`src/rtl/mem_port_arbiter.sv`:
```
// Three-way arbiter (loader > data > fetch) for the single CPU memory port.
// Define MEM_ARB_TIMEOUT_EN to abort memory accesses that never complete.
module mem_port_arbiter #(
    parameter int AW      = 8,
    parameter int DW      = 8,
    parameter int TIMEOUT = 16
) (
    input  logic          clk,
    input  logic          rst_n,
    input  logic          ld_req,
    input  logic          ld_we,
    input  logic [AW-1:0] ld_addr,
    input  logic [DW-1:0] ld_wdata,
    output logic          ld_ack,
    input  logic          if_req,
    input  logic [AW-1:0] if_addr,
    output logic          if_ack,
    output logic [DW-1:0] if_rdata,
    input  logic          d_req,
    input  logic          d_we,
    input  logic [AW-1:0] d_addr,
    input  logic [DW-1:0] d_wdata,
    output logic          d_ack,
    output logic [DW-1:0] d_rdata,
    output logic          mem_req,
    output logic          mem_we,
    output logic [AW-1:0] mem_addr,
    output logic [DW-1:0] mem_wdata,
    input  logic [DW-1:0] mem_rdata,
    input  logic          mem_ack,
    output logic [1:0]    grant_id,
    output logic          timeout_err
);

    localparam logic [1:0] S_IDLE  = 2'd0;
    localparam logic [1:0] S_ISSUE = 2'd1;
    localparam logic [1:0] S_RESP  = 2'd2;

    localparam logic [1:0] ID_NONE = 2'd0;
    localparam logic [1:0] ID_LD   = 2'd1;
    localparam logic [1:0] ID_IF   = 2'd2;
    localparam logic [1:0] ID_D    = 2'd3;

    logic [1:0]    state;
    logic [1:0]    grant_q;
    logic [1:0]    mask_id;
    logic          we_q;
    logic [AW-1:0] addr_q;
    logic [DW-1:0] wdata_q;
    logic [DW-1:0] if_rdata_q;
    logic [DW-1:0] d_rdata_q;
    logic          ld_v;
    logic          if_v;
    logic          d_v;
    logic [1:0]    win;
    logic          abort;

    // The requester served last sits out the first IDLE cycle.
    always_comb begin
        ld_v = ld_req && (mask_id != ID_LD);
        d_v  = d_req  && (mask_id != ID_D);
        if_v = if_req && (mask_id != ID_IF);
        win  = ID_NONE;
        priority case (1'b1)
            ld_v:    win = ID_LD;
            d_v:     win = ID_D;
            if_v:    win = ID_IF;
            default: win = ID_NONE;
        endcase
    end

    always_ff @(posedge clk or negedge rst_n) begin
        if (!rst_n) begin
            state      <= S_IDLE;
            grant_q    <= ID_NONE;
            mask_id    <= ID_NONE;
            we_q       <= 1'b0;
            addr_q     <= '0;
            wdata_q    <= '0;
            if_rdata_q <= '0;
            d_rdata_q  <= '0;
        end else begin
            unique case (state)
                S_IDLE: begin
                    mask_id <= ID_NONE;
                    if (win != ID_NONE) begin
                        state   <= S_ISSUE;
                        grant_q <= win;
                        unique case (win)
                            ID_LD: begin
                                we_q    <= ld_we;
                                addr_q  <= ld_addr;
                                wdata_q <= ld_wdata;
                            end
                            ID_D: begin
                                we_q    <= d_we;
                                addr_q  <= d_addr;
                                wdata_q <= d_wdata;
                            end
                            default: begin
                                we_q    <= 1'b0;
                                addr_q  <= if_addr;
                                wdata_q <= '0;
                            end
                        endcase
                    end
                end
                S_ISSUE: begin
                    if (mem_ack) begin
                        state <= S_RESP;
                        if (grant_q == ID_IF) if_rdata_q <= mem_rdata;
                        if (grant_q == ID_D)  d_rdata_q  <= mem_rdata;
                    end else if (abort) begin
                        state <= S_RESP;
                        if (grant_q == ID_IF) if_rdata_q <= '1;
                        if (grant_q == ID_D)  d_rdata_q  <= '1;
                    end
                end
                S_RESP: begin
                    state   <= S_IDLE;
                    grant_q <= ID_NONE;
                    mask_id <= grant_q;
                end
                default: state <= S_IDLE;
            endcase
        end
    end

`ifdef MEM_ARB_TIMEOUT_EN
    localparam int CW = $clog2(TIMEOUT + 1);
    localparam logic [CW-1:0] TMO_LAST = CW'(TIMEOUT - 1);

    logic [CW-1:0] tmo_cnt;
    logic          err_q;

    assign abort = (state == S_ISSUE) && !mem_ack && (tmo_cnt == TMO_LAST);

    always_ff @(posedge clk or negedge rst_n) begin
        if (!rst_n) begin
            tmo_cnt <= '0;
            err_q   <= 1'b0;
        end else begin
            tmo_cnt <= (state == S_ISSUE) ? tmo_cnt + CW'(1) : '0;
            if (abort) err_q <= 1'b1;
        end
    end

    assign timeout_err = err_q;
`else
    logic unused_tmo;
    assign unused_tmo  = ^TIMEOUT;
    assign abort       = 1'b0;
    assign timeout_err = 1'b0;
`endif

    assign mem_req   = (state == S_ISSUE);
    assign mem_we    = mem_req && we_q;
    assign mem_addr  = addr_q;
    assign mem_wdata = wdata_q;

    assign ld_ack   = (state == S_RESP) && (grant_q == ID_LD);
    assign if_ack   = (state == S_RESP) && (grant_q == ID_IF);
    assign d_ack    = (state == S_RESP) && (grant_q == ID_D);
    assign if_rdata = if_rdata_q;
    assign d_rdata  = d_rdata_q;
    assign grant_id = grant_q;

endmodule
```
`config.mk`:
```
export PLATFORM = sky130hd
export DESIGN_NAME = mem_port_arbiter
export DESIGN_NICKNAME = d
export VERILOG_FILES = /design/src/rtl/mem_port_arbiter.sv
export SDC_FILE = /design/constraint.sdc
export NUM_CORES = 1
export LEC_CHECK = 0
export ABC_AREA = 1
export BUFFER_PORTS_ARGS = -buffer_cell sky130_fd_sc_hd__buf_2
export CAP_MARGIN = 40
export CORE_MARGIN = 5
export CORE_UTILIZATION = 45
export CTS_CLUSTER_SIZE = 12
export DETAILED_ROUTE_END_ITERATION = 8
export PLACE_DENSITY = 0.82
export SLEW_MARGIN = 5
export SYNTH_ARGS = -nofsm -noshare
export SYNTH_HDL_FRONTEND = slang
export SYNTH_SLANG_ARGS = --single-unit
```
`constraint.sdc`:
```
create_clock -name clk -period 1.3 [get_ports clk]
set_input_delay 0.39 -clock clk [delete_from_list [all_inputs] [get_ports clk]]
set_output_delay 0.39 -clock clk [all_outputs]
set_load 0.02 [all_outputs]
```
==> results.py <==
metrics = {
    "floorplan": {
        "die_h_microns": 75.57,
        "initial_utilization": 0.4734,
        "ios": 96,
        "die_area_sq_um": 5710,
        "num_rows": 23,
        "core_sq_um": 4086,
        "fp.dieW_microns": 75.57,
    },
    "cts": {
        "cts_buffer_depth": 2,
        "cts_tree": "built",
        "clk_pin_slew_ps": 80,
        "cts_root_buf": "clkbuf_8",
        "clock_latency_ps": 290,
        "numCtsBuffers": 5,
        "hold_buffers": 0,
        "cts.sinks": 39,
        "htree_levels": 2,
    },
    "logic_synthesis": {
        "synth.largest_area_cell": "dfrtp_1",
        "ys_seq_area_frac": 0.5045,
        "syn_area_per_cell_sq_um": 7.616,
        "synthTopCellsByArea": "dfrtp_1 (50%), nand2_1 (22%), nand3_1 (9.6%)",
        "synth_top_cell_area_share": 0.5045,
        "synth_area_sq_um": 1934,
        "yosysWarnings": 0,
        "synthCells": 254,
        "ys_ff_latch": 39,
        "ys_types": 17,
        "syn_nets": 310,
    },
    "power": {
        "p_total_w": 0.006858,
        "power_leakage_nw": 1.638,
        "pwr_density_cell_nw_per_um2": 2335,
        "max-vdd-ir-drop_v": 0.001260,
    },
    "finish": {
        "final_common_cell": "nand2_1",
        "multiInputGateArea_sq_um": 929.6,
        "final_cell_mix": "nand2_1 (103), buf_2 (87), dfrtp_1 (39)",
        "layout.area.seq_sq_um": 975.9,
        "stdcell_count": 414,
        "diodes": 0,
        "areaGrowthSynthToFinish_pct": 51.81,
        "nFillCells": 327,
        "layout-drive-gt1-share": 0.4368,
        "final_area_sq_um": 2937,
        "nets": 419,
    },
    "critical_path": {
        "cpMaxStageDelayCell": "dfrtp_1",
        "endpoint_kind": "output port",
        "crit_type": "reg2out",
        "crit_path_start_kind": "flip-flop",
        "required_ps": 910,
        "crit_buf_inv": 2,
        "path_max_fanout": 3,
        "cp_top_family": "flip-flops",
        "arrival_ps": 1220,
        "crit_chain": "inv_1 -> nor2_2 -> nand2_2 -> nor2_1 -> buf_4",
        "max_stage_delay_ps": 420,
    },
    "sta": {
        "slew_viol_final": 0,
        "report.final.setup_viol": 27,
        "final.setup.tns_ps": -2129,
        "fin_crit_sh": 1.240,
        "finalHoldViolCount": 0,
        "rsz0062_at_grt": "yes",
        "setup_slack_ps": -311.5,
        "fin_skew_ps": 6.635,
        "max_freq_mhz": 620.6,
        "period_minus_slack_ps": 1611,
    },
    "detailed_routing": {
        "via_per_inst": 5.010,
        "drc_errors": 0,
        "drtPass1Iterations": 4,
        "drtAntennaViolNets": 0,
        "drt_wl_total_microns": 6040,
        "vias": 2074,
        "post_drt_wl_per_cell_microns": 14.59,
        "drtIter0Drc": 116,
    },
    "place": {
        "pre_cts_ws_ps": -13.57,
        "io_buffers": 94,
        "dp.cells": 396,
        "postPlaceCellArea_sq_um": 2515,
        "hpwl_microns": 3960,
        "place.gp.congestion": 0.8347,
    },
    "hold_path": {
        "min_path_type": "in2async",
    },
    "outcome": {
        "status": "finished, violations left",
        "violations": "negative setup slack",
    },
    "grt": {
        "grt_max_degree": 40,
        "grt_pass1_vias": 1894,
        "grt_pass1_wl_microns": 8321,
        "antenna_found_initial": 0,
        "grt.overflow.total": 0,
        "grt_use_total": 0.1931,
    },
    "run": {
        "maxCapViolCount": 0,
    },
}
==> power breakdown <==
part           total, W  leakage (nW)  switching, W  internal [W]
Sequential      0.00214         0.488      0.000361       0.00178
Clock          0.000893        0.0515      0.000409      0.000484
Combinational   0.00382          1.10       0.00228       0.00155
Total           0.00686          1.64       0.00305       0.00381
==> synth_stat cells, drive strengths merged <==
cell / count
inv: 21
conb: 1
buf: 11
o21ai: 18
nor2: 8
clkbuf: 1
nor3: 1
nand3: 37
o22ai: 1
nand2: 116
dfrtp: 39
==> layout make-up <==
type | count | share of cell area
Multi-Input combinational cell | 182 | 0.3166
Inverter | 21 | 0.03068
Timing Repair inverter | 1 | 0.002556
Timing Repair Buffer | 113 | 0.2625
Tap cell | 50 | 0.02130
Clock buffer | 8 | 0.03409
Sequential cell | 39 | 0.3323
==> state kept, by name, summed over array words and instances (netlist names) <==
| name | count |
|---|---|
| d_rdata | 8 |
| if_rdata | 8 |
| mem_addr | 8 |
| mem_wdata | 8 |
| grant_id | 2 |
| mask_id | 2 |
| state | 2 |
| we_q | 1 |
==> routing by layer <==
layer	global-route usage	vias to the layer above	wire (microns)
met2	0.3164	78	3149
met4	0.1049	0	163
met3	0.03958	16	333
li1	-	1008	-
met5	0	-	0
met1	0.2388	972	2393
==> final timing paths <==
| kind | start | end | slack, ps | depth (start not counted) |
|---|---|---|---|---|
| max in group asynchronous | rst_n | d_rdata[2] | 1050 | 2 |
| setup reg to reg | state[0] | d_rdata[6] | -100 | 8 |
| setup / recovery | state[1] | ld_ack | -310 | 5 |
| hold reg to reg | mem_wdata[1] | mem_wdata[1] | 480 | 2 |
| hold / removal | rst_n | mem_wdata[2] | 50 | 2 |
| min in group clk | mem_rdata[3] | if_rdata[3] | 320 | 3 |
==> repair_timing <==
action | CTS | global route
gates cloned | 0 | 6
endpoints found under the setup margin | 15 | 40
setup buffers | 2 | 2
pin swaps | 1 | 12
gates resized for setup | 17 | 49
==> kinds of logic after synthesis <==
kind of cell | Yosys count | synth area share
AO/OA/AOI/OAI | 19 | 0.05369
buffers and inverters | 33 | 0.08214
flip-flops | 39 | 0.5045
other | 1 | 0.001939
AND/OR/NAND/NOR | 162 | 0.3577
==> stage by stage <==
stage            util  hold WS (ps)
3_5_place_dp   0.6154         374.3
5_1_grt        0.7186         74.84
4_1_cts        0.6552         60.86
3_3_place_gp   0.6154         370.5
2_1_floorplan       -         94.41
6_report       0.7186         47.93
(Power assumes the default switching activity.)
